$ cat src/rtl/seg_display_pkg.sv
// Shared definitions for the 7-segment display scanner.
//   DEF_SEG_W / DEF_NUM_DIGITS : default geometry of the attached display
//   scan_state_t               : scanner FSM states
//   SEG_BLANK                  : segment pattern with every segment off
package seg_display_pkg;

  localparam int unsigned DEF_SEG_W      = 7;
  localparam int unsigned DEF_NUM_DIGITS = 6;

  typedef enum logic [1:0] {
    IDLE  = 2'd0,
    BLANK = 2'd1,
    DRIVE = 2'd2
  } scan_state_t;

  localparam logic [DEF_SEG_W-1:0] SEG_BLANK = '0;

endpackage

$ cat src/rtl/seg_slot_counter.sv
// Slot and digit counters for the display scanner.
// Ports:
//   sys_clk, rst_b : clock, asynchronous active-high reset
//   clear          : hold both counters at zero (scanner idle)
//   slot_cnt       : cycle within the current digit slot, 0..CLK_DIV-1
//   digit_idx      : digit being scanned, 0..NUM_DIGITS-1
//   drive_start    : slot_cnt is on the last blank cycle
//   slot_end       : slot_cnt is on the last cycle of the slot
//   frame_end      : last cycle of the last digit's slot
//   frame_last     : one cycle before frame_end (lets frame_done be registered)
module seg_slot_counter #(
  parameter int unsigned NUM_DIGITS   = 6,
  parameter int unsigned CLK_DIV      = 1000,
  parameter int unsigned BLANK_CYCLES = 10,
  parameter int unsigned CNT_W        = 10,
  parameter int unsigned DIG_W        = 3
) (
  input  logic             sys_clk,
  input  logic             rst_b,
  input  logic             clear,
  output logic [CNT_W-1:0] slot_cnt,
  output logic [DIG_W-1:0] digit_idx,
  output logic             drive_start,
  output logic             slot_end,
  output logic             frame_end,
  output logic             frame_last
);

  localparam logic [CNT_W-1:0] SLOT_LAST = CNT_W'(CLK_DIV - 1);
  localparam logic [CNT_W-1:0] SLOT_PREV = CNT_W'(CLK_DIV - 2);
  localparam logic [CNT_W-1:0] BLANK_END = CNT_W'(BLANK_CYCLES - 1);
  localparam logic [DIG_W-1:0] DIG_LAST  = DIG_W'(NUM_DIGITS - 1);

  logic [CNT_W-1:0] slot_d;
  logic [DIG_W-1:0] digit_d;

  assign slot_end    = (slot_cnt == SLOT_LAST);
  assign drive_start = (slot_cnt == BLANK_END);
  assign frame_end   = slot_end && (digit_idx == DIG_LAST);
  assign frame_last  = (slot_cnt == SLOT_PREV) && (digit_idx == DIG_LAST);

  always_comb begin
    slot_d  = slot_cnt;
    digit_d = digit_idx;
    if (clear) begin
      slot_d  = '0;
      digit_d = '0;
    end else if (slot_end) begin
      slot_d  = '0;
      digit_d = (digit_idx == DIG_LAST) ? '0 : digit_idx + 1'b1;
    end else begin
      slot_d = slot_cnt + 1'b1;
    end
  end

  always_ff @(posedge sys_clk or posedge rst_b) begin
    if (rst_b) begin
      slot_cnt  <= '0;
      digit_idx <= '0;
    end else begin
      slot_cnt  <= slot_d;
      digit_idx <= digit_d;
    end
  end

endmodule

$ cat src/rtl/seg_display_scan.sv
// Time-multiplexes NUM_DIGITS segment codes onto one shared segment bus with
// one-hot digit enables. Each digit slot is CLK_DIV cycles: BLANK_CYCLES of
// dead-time (everything off, against ghosting) then the digit is driven. The
// input codes are snapshotted once per frame so a frame never tears.
// Optional build macro DIM_PWM_EN adds a 4-bit brightness input that PWMs
// the segments (not the digit enable) during the drive phase.
// Ports:
//   sys_clk       : system clock
//   rst_b         : asynchronous reset, active-high
//   digit_segs_in : segment codes, digit 0 at index 0
//   disp_enable   : scan enable; low returns to idle with outputs off
//   brightness    : (DIM_PWM_EN only) 0..15, 15 = full on
//   seg_out       : segments of the active digit, active-high, registered
//   an_out        : one-hot digit enable, active-high, registered
//   frame_done    : one-cycle pulse on the last cycle of each frame
module seg_display_scan
  import seg_display_pkg::*;
#(
  parameter int unsigned NUM_DIGITS   = DEF_NUM_DIGITS,
  parameter int unsigned SEG_W        = DEF_SEG_W,
  parameter int unsigned CLK_DIV      = 1000,
  parameter int unsigned BLANK_CYCLES = 10
) (
  input  logic                             sys_clk,
  input  logic                             rst_b,
  input  logic [NUM_DIGITS-1:0][SEG_W-1:0] digit_segs_in,
  input  logic                             disp_enable,
`ifdef DIM_PWM_EN
  input  logic [3:0]                       brightness,
`endif
  output logic [SEG_W-1:0]                 seg_out,
  output logic [NUM_DIGITS-1:0]            an_out,
  output logic                             frame_done
);

  localparam int unsigned CNT_W = (CLK_DIV > 1) ? $clog2(CLK_DIV) : 1;
  localparam int unsigned DIG_W = (NUM_DIGITS > 1) ? $clog2(NUM_DIGITS) : 1;

  if (CLK_DIV <= BLANK_CYCLES) begin : g_bad_clk_div
    $error("seg_display_scan: CLK_DIV must be greater than BLANK_CYCLES");
  end
  if (BLANK_CYCLES < 1) begin : g_bad_blank
    $error("seg_display_scan: BLANK_CYCLES must be at least 1");
  end

  scan_state_t                      state_q, state_d;
  logic [NUM_DIGITS-1:0][SEG_W-1:0] snap_q, snap_d;
  logic [SEG_W-1:0]                 seg_q, seg_d;
  logic [NUM_DIGITS-1:0]            an_q, an_d;
  logic                             fd_q, fd_d;

  logic             cnt_clear;
  logic [CNT_W-1:0] slot_cnt;
  logic [DIG_W-1:0] digit_idx;
  logic             drive_start, slot_end, frame_end, frame_last;

`ifdef DIM_PWM_EN
  logic [3:0] bright_q, bright_d;
  logic [3:0] off_next;
`endif

  seg_slot_counter #(
    .NUM_DIGITS  (NUM_DIGITS),
    .CLK_DIV     (CLK_DIV),
    .BLANK_CYCLES(BLANK_CYCLES),
    .CNT_W       (CNT_W),
    .DIG_W       (DIG_W)
  ) u_counter (
    .sys_clk    (sys_clk),
    .rst_b      (rst_b),
    .clear      (cnt_clear),
    .slot_cnt   (slot_cnt),
    .digit_idx  (digit_idx),
    .drive_start(drive_start),
    .slot_end   (slot_end),
    .frame_end  (frame_end),
    .frame_last (frame_last)
  );

  always_comb begin
    state_d   = state_q;
    snap_d    = snap_q;
    seg_d     = seg_q;
    an_d      = an_q;
    fd_d      = 1'b0;
    cnt_clear = 1'b1;
`ifdef DIM_PWM_EN
    bright_d  = bright_q;
    // Drive offset of the cycle the registered output is about to show.
    off_next  = 4'(32'(slot_cnt) + 32'd1 - 32'(BLANK_CYCLES));
`endif
    case (state_q)
      IDLE: begin
        seg_d = SEG_W'(SEG_BLANK);
        an_d  = '0;
        if (disp_enable) begin
          state_d  = BLANK;
          snap_d   = digit_segs_in;
`ifdef DIM_PWM_EN
          bright_d = brightness;
`endif
        end
      end
      BLANK: begin
        seg_d = SEG_W'(SEG_BLANK);
        an_d  = '0;
        if (!disp_enable) begin
          state_d = IDLE;
        end else begin
          cnt_clear = 1'b0;
          fd_d      = frame_last;
          if (drive_start) begin
            state_d = DRIVE;
            an_d    = NUM_DIGITS'(1) << digit_idx;
            seg_d   = snap_q[digit_idx];
          end
        end
      end
      DRIVE: begin
        if (!disp_enable) begin
          state_d = IDLE;
          seg_d   = SEG_W'(SEG_BLANK);
          an_d    = '0;
        end else begin
          cnt_clear = 1'b0;
          fd_d      = frame_last;
          if (slot_end) begin
            state_d = BLANK;
            seg_d   = SEG_W'(SEG_BLANK);
            an_d    = '0;
            // Snapshot only at the frame boundary so a frame never tears.
            if (frame_end) begin
              snap_d   = digit_segs_in;
`ifdef DIM_PWM_EN
              bright_d = brightness;
`endif
            end
          end else begin
`ifdef DIM_PWM_EN
            seg_d = (off_next <= bright_q) ? snap_q[digit_idx] : SEG_W'(SEG_BLANK);
`else
            seg_d = seg_q;
`endif
          end
        end
      end
      default: begin
        state_d = IDLE;
        seg_d   = SEG_W'(SEG_BLANK);
        an_d    = '0;
      end
    endcase
  end

  always_ff @(posedge sys_clk or posedge rst_b) begin
    if (rst_b) begin
      state_q  <= IDLE;
      snap_q   <= '0;
      seg_q    <= '0;
      an_q     <= '0;
      fd_q     <= 1'b0;
`ifdef DIM_PWM_EN
      bright_q <= '0;
`endif
    end else begin
      state_q  <= state_d;
      snap_q   <= snap_d;
      seg_q    <= seg_d;
      an_q     <= an_d;
      fd_q     <= fd_d;
`ifdef DIM_PWM_EN
      bright_q <= bright_d;
`endif
    end
  end

  assign seg_out    = seg_q;
  assign an_out     = an_q;
  assign frame_done = fd_q;

endmodule

$ cat config.mk
export PLATFORM = sky130hd
export DESIGN_NAME = seg_display_scan
export DESIGN_NICKNAME = d
export VERILOG_FILES = /design/src/rtl/seg_display_pkg.sv /design/src/rtl/seg_slot_counter.sv /design/src/rtl/seg_display_scan.sv
export SDC_FILE = /design/constraint.sdc
export NUM_CORES = 1
export LEC_CHECK = 0
export BUFFER_PORTS_ARGS = -buffer_cell sky130_fd_sc_hd__clkbuf_2
export CAP_MARGIN = 20
export CORE_AREA = 2 2 119 121
export DETAILED_ROUTE_END_ITERATION = 7
export DIE_AREA = 0 0 121 123
export HOLD_SLACK_MARGIN = 0.03
export PLACE_DENSITY = 0.47
export SYNTH_ARGS = -nofsm -noshare
export SYNTH_HDL_FRONTEND = slang
export SYNTH_HIERARCHICAL = 1
export SYNTH_SLANG_ARGS = --single-unit
$ cat constraint.sdc
create_clock -name sys_clk -period 3.14 [get_ports sys_clk]
set_input_delay 0.785 -clock sys_clk [delete_from_list [all_inputs] [get_ports sys_clk]]
set_output_delay 0.785 -clock sys_clk [all_outputs]
set_load 0.01 [all_outputs]
# Word level (Yosys, flattened, before mapping)

Index checks and enable logic that the tools add are counted.

Output and inout bits: 14
ROM bits: 0
Memories kept: 0
Latch bits: 0
RAM bits: 0
Bits in registers: 71

$mul: 0
Multiplexer cells: 32
Shift operators: 1
Reduce and logical (&&, ||, !) cells: 8
Add/sub/neg operators: 2
$lt $le $gt $ge: 1
Divide/modulo/power cells: 0
Equality and inequality tests: 12
Bitwise logic cells: 0

Operator list:

| kind                    | count |
|---|---|
| $mux W42                | 4 |
| $pmux W42 S2            | 1 |
| $mux W7                 | 5 |
| $mux W6                 | 4 |
| $bmux W7 S3             | 1 |
| $eq A10 B10 Y1 const B  | 2 |
| $mux W10                | 2 |
| $pmux W7 S2             | 1 |
| $pmux W6 S2             | 1 |
| $add A10 B1 Y10 const B | 1 |
| $eq A10 B4 Y1 const B   | 1 |
| $mux W2                 | 5 |
| $mux W3                 | 3 |
| $ne A2 B2 Y1 const B    | 3 |
| $pmux W2 S3             | 1 |
| $shl A1 B3 Y6 const A   | 1 |
| $reduce_and A5 Y1       | 1 |
| $lt A3 B4 Y1 const B    | 1 |
| $mux W1                 | 4 |
| $reduce_bool A2 Y1      | 2 |
| $add A3 B1 Y3 const B   | 1 |
| $eq A3 B3 Y1 const B    | 1 |
| $ne A3 B2 Y1 const B    | 1 |
| $ne A3 B3 Y1 const B    | 1 |
| other kinds (7)         | 8 |

# Longest topological paths before layout

Gate-level depths: netlist (run 1).

Word-level depth: 6
Mapped depth: 7
Mapped depth without buffers: 7

# Modules after synthesis

Netlist (run 1), hierarchy kept.

By module, submodules not included:

| module           | cells each | sequential area each (µm²) | times used | area each (µm²) |
|---|---|---|---|---|
| seg_display_scan | 176        | 1451.4                     | 1          | 2606.2 |
| seg_slot_counter | 74         | 325.3                      | 1          | 749.5 |

# Worst setup path after synthesis (run 1)

OpenSTA, ideal clock, no wires.

Kind: register to register
Start point: register u_counter.slot_cnt[0]
End point: register snap_q[0] in the netlist's numbering
Cell stages (with the launch flop): 8
Required time: 3012 ps
Path buffers: 1
Setup slack: 1210 ps
Arrival: 1802 ps
Cell sequence: dfrtp_1 > ha_1 > nand2_1 > nor4_1 > and3_1 > o21ai_2 > buf_4 > mux2_1

Cells in the longest elaborated chain, start to end: 4
Elaborated cells between the ends (all ways): 5
Those cells by class: 3 x eq/ne; 2 x reduce/logical

Ends and longest elaborated chain:

| what                        | RTL line                | RTL |
|---|---|---|
| from (decl)                 | seg_slot_counter.sv:21  | `output logic [CNT_W-1:0] slot_cnt,` |
| from (signal assigned)      | seg_slot_counter.sv:61  | `slot_cnt <= slot_d;` |
| $eq A10 B10 Y1              | seg_slot_counter.sv:37  | `assign slot_end = (slot_cnt == SLOT_LAST);` |
| $logic_and A1 B1 Y1         | seg_slot_counter.sv:39  | `assign frame_end = slot_end && (digit_idx == DIG_LAST);` |
| named net frame_end         | seg_display_scan.sv:55  | `logic drive_start, slot_end, frame_end, frame_last;` |
| $ne A2 B2 Y1 (no line)      | -                       |  |
| $reduce_and A5 Y1 (no line) | -                       |  |
| to (signal assigned)        | seg_display_scan.sv:167 | `snap_q <= snap_d;` |
| to (decl)                   | seg_display_scan.sv:47  | `logic [NUM_DIGITS-1:0][SEG_W-1:0] snap_q, snap_d;` |

The timed path passes the listed nets, and every way through them passes these cells.
A chain may end at the register's enable or synchronous reset.

# Worst setup path in the final report (run 1)

Start point: register u_counter.slot_cnt[0]
End point: register snap_q[29] in the netlist's numbering

Cells in the longest elaborated chain, start to end: 4
Elaborated cells between the ends (all ways): 5
Those cells by class: 3 x eq/ne; 2 x reduce/logical

Ends and longest elaborated chain:

| what                          | RTL line |
|---|---|
| $eq A10 B10 Y1 *              | seg_slot_counter.sv:37 |
| named net slot_end            | seg_display_scan.sv:55 |
| $logic_and A1 B1 Y1           | seg_slot_counter.sv:39 |
| $ne A2 B2 Y1 (no line)        | - |
| $reduce_and A5 Y1 (no line) * | - |

Mark *: on every way through the listed nets, which the timed path passes. The rest lies on a longest branch.

==> summary.md, run 1 <==
| Metric | Value |
|---|---|
| Initial DRC count | 125 |
| CP endpoint kind | flip-flop |
| Crit Path Class | flip-flop to flip-flop |
| Netlist cell types | 42 |
| Final period util | approximately three quarters |
| Clock power frac | between 30 and 40% |
| Sequential area share after synthesis | a little over half |
| WL met1 | roughly 3500 um |
| CTS tree | yes |
| Worst min path class | primary input to async pin |
| CTS max path bufs | 2 |
| N_diodes | 0 |
| Final setup viols | 0 |
| Reg clk slew, reported paths | 0.06 ns |
| Met3 wire len | slightly below 300 um |
| Placed wire-length estimate | around 5300 um |
| Boundary pin count | 59 |
| Critical path launch point type | flip-flop |
| Row count | between 40 and 50 |
| Max Slew Vio Count | 0 |
| Area grow syn2layout | 23.64% |
| Crit path max-delay cell type | dfrtp_1 |
| Setup TNS | 0 ns |
| Total CTS buffers | 9 |
| Worst-Skew Late Latency | 0.32 ns |
| Clk sinks | ~70 |
| Number of setup buffers added after CTS | 0 |
| DR top layer | met4 |
| GR Util All Layers | 10.44% |
| Combinational share of power | 24.6% |
| Core Area | between 10000 and 15000 um^2 |
| Final hold vios | 0 |
| Run status | finished clean |
| Switching pwr | between 900 and 1000 uW |
| Post-route DRC | 0 |
| Cts repair resizes | 0 |
| Relative slew slack | 42.50% |
| Vias in the first global route | about 2.3k |
| Vias | about 2.2k |
| Crit-path max FO | 42 |
| # nets final | ~360 |
| Detail Route Antenna Nets | 0 |
| Critical Path RT | ~3.3 ns |
| Drt first pass iters | 4 |
| Worst path cell trace | ha_1, nand2_1, nor3_2, and3_1, o21ai_4, buf_4, mux2_1 |
| Met2 WL | between 3000 and 4000 um |
| Initial antenna violation count | 0 |
| Post-DP Area | roughly 3800 um^2 |
| Tmin final | 2.341 ns |
| Synthesized area | 3356 um^2 |
| Die Wd | ~120 um |
| Syn Nets | about 300 |
| Largest net degree at the start of global routing | 59 |
| Routed WL | 7298 um |
| Int Pwr | between 2000 and 2500 uW |
| Fin Clk Skew | approximately 0.0085 ns |
| Max cap viols | 0 |
| Hold_ws | 0.4870 ns |
| First-pass GRT wire length | 11980 um |
| Largest stage delay, worst path | approximately 0.40 ns |
| H-tree depth | 3 |
| Gpl congestion | 0.7285 |
| Port Buffers | 58 |
| Die area | 14880 um^2 |
| EDFF count, synth | 0 |
| Fmax | between 400 and 500 MHz |
| WL per Instance | about 15 um |
| Sequential share of power | ~42% |
| # hold bufs at CTS | 0 |
| Root buf cell | clkbuf_16 |
| Synthesized flop and latch total | slightly above 70 |
| Synth Warn # | 6 |
| Dominant synthesized flop cell | dfrtp_1 |
| Crit path arrival time | roughly 2.5 ns |
| Vert. Die Dim | 123 um |
| Leakage | ~0.0018 uW |
| RSZ-0062 raised after global routing | no |
| Final instance area | roughly 4100 um^2 |
| Layout cell share with drive strength beyond 1 | roughly 32% |
| Vias/cell | around 4.5 |
| Mapped Cells | 250 |
| Grt ovf | 0 |
| FFs w/ async S/R, synth | 100.0% |
| Tightest Pin Transition | ~0.86 ns |
| PnR Total Power | roughly 3300 uW |
| Initial Util | 24.65% |
| Syn avg cell area | around 13 um^2 |
| PwrDens | between 700 and 800 nW/um^2 |
| Switching Share | between 20% and 30% |
| Worst vdd ir | between 0.2 and 0.3 mV |
power by group through the flow:
stage | Combinational [uW] | Sequential (uW) | Clock, uW
finish | 807 | 1380 | 1090
global route | 901 | 1420 | 1170
floorplan | 674 | 1340 | 0
global placement | 802 | 1380 | 0
CTS | 831 | 1380 | 1120
detailed placement | 826 | 1400 | 0
critical path: cells and delay by family (launching register included):
family | cells | cell delay, ns
compound gates | 1 | 0.05
fa+ha+maj | 1 | 0.28
buf+inv | 1 | 0.30
flops | 1 | 0.40
mux | 1 | 0.38
simple gates | 3 | 0.78
metal layers:
| metal | up-vias | global-route usage, % |
|---|---|---|
| met5 | - | 0 |
| met4 | 0 | 5.233 |
| met3 | 8 | 2.168 |
| met2 | 49 | 15.17 |
| met1 | 1113 | 14.69 |
| li1 | 1042 | - |
layout by cell type (no fill, tap or decap), drive strengths merged, types with 2 or more instances in the layout:
master   Yosys  layout
a21oi        6       6
a22o         2       2
a22oi        7       7
a32o         4       4
and3         2       2
buf         10       3
bufinv       0       2
clkbuf       1      68
dfrtp       71      71
ha           7       7
inv         10      11
mux2        52      52
mux2i        2       2
mux4         7       7
nand2        7       7
nand2b       4       4
nand3        5       5
nand3b       3       3
nand4        2       2
nor2        11      11
nor2b        5       5
nor3         3       3
nor4         3       3
o21ai        4       4
o2bb2ai      7       7
o31ai        3       3
or3          3       3
or4          2       2
xor2         2       2
state kept, by name, indices dropped and copies added, names as in the netlist:
register / cells
seg_out: 7
an_out: 6
snap_q: 42
u_counter/slot_cnt: 10
state_q: 2
frame_done: 1
u_counter/digit_idx: 3
cells in the mapped netlist (5+ instances only):
library cell   n  area share (%)
mux4_2         7             4.7
nor2b_1        5            0.93
a21oi_1        5            0.75
a22oi_1        7             1.6
nand2_1        7            0.78
o2bb2ai_1      7             1.8
mux2_1        42              14
dfrtp_1       71              53
ha_1           7             2.6
buf_4          5             1.1
inv_1         10             1.1
nand3_1        5            0.75
nor2_1        11             1.2
mux2_2        10             3.4
per-stage QoR:
stage          utilization [%]  setup slack, ns  std cells
3_5_place_dp             28.13           0.8044        480
3_3_place_gp             28.13           0.8325        480
5_1_grt                  30.48           0.6016        495
4_1_cts                  30.48           0.7775        495
2_1_floorplan                -           0.9270        250
6_report                 30.48           0.7987        495
path summary, 6_finish.rpt:
path	from	to	slack [ns]	cells past startpoint
worst max-delay path	u_counter/slot_cnt[0]	snap_q[29]	0.80	7
worst min-delay path	rst_b	u_counter/slot_cnt[3]	0.49	2
worst max register to register	u_counter/slot_cnt[0]	snap_q[29]	0.80	7
worst min register to register	snap_q[22]	snap_q[22]	0.49	1
max in group asynchronous	rst_b	an_out[2]	1.97	3
min in group sys_clk	snap_q[22]	snap_q[22]	0.49	1
logic make-up (layout without fill, tap and decap cells):
logic type | count (synthesis) | in the layout | share of synthesized area (%)
AOI/OAI and AO/OA | 34 | 34 | 8.091
xor gates and xnor gates | 3 | 3 | 0.7831
adders and majority gates | 7 | 7 | 2.610
buffers and inverters | 21 | 86 | 3.281
DFF | 71 | 71 | 52.95
muxes | 61 | 61 | 22.74
and+or+nand+nor | 53 | 53 | 9.545
layout make-up:
class | count | area, um^2
Sequential cell | 71 | 1777
Tap cell | 180 | 225.2
Inverter | 10 | 37.54
Timing Repair Buffer | 61 | 312.8
Clock inverter | 5 | 81.33
Multi-Input combinational cell | 158 | 1476
Fill cell | 1381 | 9463
Clock buffer | 10 | 239.0
Note: power is estimated with default switching activity, not from simulation.
==> inputs of run 2 (changes only) <==
clock period = 2.4 ns   (was 3.14 ns; I/O delays follow)
==> run 2 against run 1 <==
Against the previous run: critical path depth is 1 lower; register-to-register slack worse by 0.61 ns; global-route usage grew 0.21 points; total power increased by 29%; critical path type unchanged; clock power rose by 22%; sequential power up 30%; first-iteration DRC count increased by 18%.
==> summary.md, run 2 (synthesis gave the netlist of run 1 again) <==
| Metric | Value |
|---|---|
| Tightest Pin Transition | 0.9180 ns (was 0.8593 ns) |
| Combinational share of power | 26.0% (was 24.6%) |
| Routed WL | 7354 um (was 7298 um) |
| N_diodes | 0 (unchanged) |
| Setup TNS | 0 ns (unchanged) |
| Worst-Skew Late Latency | 0.33 ns (was 0.32 ns) |
| Clock power frac | 31.5% (was 33.3%) |
| Final period util | 92.02% (was 74.57%) |
| WL per Instance | 14.68 um (was 14.74 um) |
| Tmin final | 2.208 ns (was 2.341 ns) |
| CP bufs+invs | 1 (unchanged) |
| Area grow syn2layout | 25.02% (was 23.64%) |
| Worst vdd ir | 0.3340 mV (was 0.2832 mV) |
| Relative slew slack | 38.57% (was 42.50%) |
| Grt ovf | 0 (unchanged) |
| Fin Clk Skew | 0.004290 ns (was 0.008505 ns) |
| Number of setup buffers added after CTS | 0 (unchanged) |
| Vias in the first global route | 2323 (was 2257) |
| Layout cell share with drive strength beyond 1 | 33.64% (was 32.38%) |
| Leakage | 0.001845 uW (was 0.001818 uW) |
| PwrDens | 1006 nW/um^2 (was 789.2 nW/um^2) |
| CTS max path bufs | 2 (unchanged) |
| Port Buffers | 58 (unchanged) |
| H-tree depth | 3 (unchanged) |
| CTS tree | yes (unchanged) |
| Die area | 14880 um^2 (unchanged) |
| Run status | finished clean (unchanged) |
| Critical path launch point type | flip-flop (unchanged) |
| Critical Path RT | 2.61 ns (was 3.34 ns) |
| Die Wd | 121 um (unchanged) |
| First-pass GRT wire length | 12190 um (was 11980 um) |
| Vias | 2256 (was 2212) |
| Most frequent cells in the layout | 71 x dfrtp_1, 58 x clkbuf_2, 42 x mux2_1, 11 x nor2_1, 10 x mux2_2 (unchanged) |
| Switching pwr | 1217 uW (was 902.1 uW) |
| # nets final | 368 (was 363) |
| Commonest non-fill, non-tap cell in the layout | dfrtp_1 (unchanged) |
| GR Util All Layers | 10.65% (was 10.44%) |
| Worst path cell trace | or3b_4, nor4_1, and3_1, o21ai_4, buf_12, mux2_1 (was ha_1, nand2_1, nor3_2, and3_1, o21ai_4, buf_4, mux2_1) |
| Crit-path leading delay family | simple AND/OR/NAND/NOR gates (unchanged) |
| Total CTS buffers | 9 (unchanged) |
| Largest net degree at the start of global routing | 43 (was 59) |
| Final instance area | 4195 um^2 (was 4149 um^2) |
| Core Area | 13610 um^2 (unchanged) |
| Int Pwr | 3005 uW (was 2372 uW) |
| Drt first pass iters | 4 (unchanged) |
| Max reg flops | 42 (unchanged) |
| Row count | 43 (unchanged) |
| Crit Path Class | flip-flop to flip-flop (unchanged) |
| Initial Util | 24.65% (unchanged) |
| Switching Share | 28.82% (was 27.55%) |
| # hold bufs at CTS | 0 (unchanged) |
| Boundary pin count | 59 (unchanged) |
| Placed wire-length estimate | 5387 um (was 5266 um) |
| Post-route DRC | 0 (unchanged) |
| Largest stage delay, worst path | 0.47 ns (was 0.40 ns) |
| Final hold vios | 0 (unchanged) |
| Top reg by flops | snap_q (unchanged) |
| Hold_ws | 0.3220 ns (was 0.4870 ns) |
| Final setup viols | 0 (unchanged) |
| Crit path max-delay cell type | or3b_4 (was dfrtp_1) |
| Post-layout util | 30.82% (was 30.48%) |
| Cts repair resizes | 0 (unchanged) |
| Fmax | 452.8 MHz (was 427.1 MHz) |
| Crit path arrival time | 2.42 ns (was 2.54 ns) |
| Sequential share of power | 42.5% (was 42.1%) |
| Crit-path max FO | 42 (unchanged) |
| Initial DRC count | 147 (was 125) |
| Clk sinks | 71 (unchanged) |
| Root buf cell | clkbuf_16 (unchanged) |
| RSZ-0062 raised after global routing | no (unchanged) |
| Vert. Die Dim | 123 um (unchanged) |
| Reg clk slew, reported paths | 0.06 ns (about the same) |
| Max cap viols | 0 (unchanged) |
| Gpl congestion | 0.7589 (was 0.7285) |
| Worst min path class | primary input to async pin (unchanged) |
| Vias/cell | 4.503 (was 4.469) |
| Initial antenna violation count | 0 (unchanged) |
| Detail Route Antenna Nets | 0 (unchanged) |
| Max Slew Vio Count | 0 (unchanged) |
| CP endpoint kind | flip-flop (unchanged) |
| Post-DP Area | 3891 um^2 (was 3829 um^2) |
## run 2: cell count changes in the layout (fill, tap and decap cells not counted)
cell / delta
buf_4: +3
buf_12: +2
clkbuf_1: +1
clkbuf_8: -1
nor4b_1: -1
bufinv_16: -1
inv_6: +1
nor4b_2: +1
clkinv_4: +1
## run 2: routing by layer
metal  global-route usage, %  share of wire, %  vias to the layer above
li1                        -                 -                     1050
met1                   14.59                47                     1146
met2                   16.01                47                       51
met3                   2.214               3.7                        9
met4                   5.233               1.6                        0
met5                       0                 0                        -
## run 2: worst paths after layout
check / from / to / slack [ns] / depth (start not counted)
worst max-delay path: u_counter/slot_cnt[4] / snap_q[11] / 0.19 / 6
worst min-delay path: rst_b / u_counter/slot_cnt[9] / 0.32 / 2
worst max register to register: u_counter/slot_cnt[4] / snap_q[11] / 0.19 / 6
worst min register to register: snap_q[39] / snap_q[39] / 0.49 / 1
max in group asynchronous: rst_b / snap_q[25] / 1.43 / 3
min in group sys_clk: digit_segs_in[26] / snap_q[26] / 0.48 / 2
## run 2: stage by stage
| stage | cells | worst slack [ns] | power, uW |
|---|---|---|---|
| global placement | 485 | 0.2956 | 2876 |
| CTS | 501 | 0.2403 | 4287 |
| detailed placement | 485 | 0.2528 | 2932 |
| floorplan | 250 | 0.3720 | 2631 |
| finish | 501 | 0.1916 | 4221 |
| global route | 501 | 0.1529 | 4495 |
## run 2: power groups by stage
| stage | clock [uW] | sequential (uW) | combinational [uW] |
|---|---|---|---|
| global placement | 0 | 1800 | 1070 |
| global route | 1430 | 1850 | 1220 |
| finish | 1330 | 1790 | 1100 |
| floorplan | 0 | 1750 | 882 |
| detailed placement | 0 | 1820 | 1110 |
| CTS | 1370 | 1800 | 1120 |
## run 2: final cells by class
| type | count | area [um^2] |
|---|---|---|
| flip-flops and latches | 71 | 1777 |
| well taps | 180 | 225.2 |
| multi-input cells | 158 | 1483 |
| repair buffers | 66 | 375.4 |
| fillers | 1383 | 9417 |
| clock buffers | 10 | 229.0 |
| inverters | 10 | 37.54 |
| clock inverters | 6 | 68.82 |
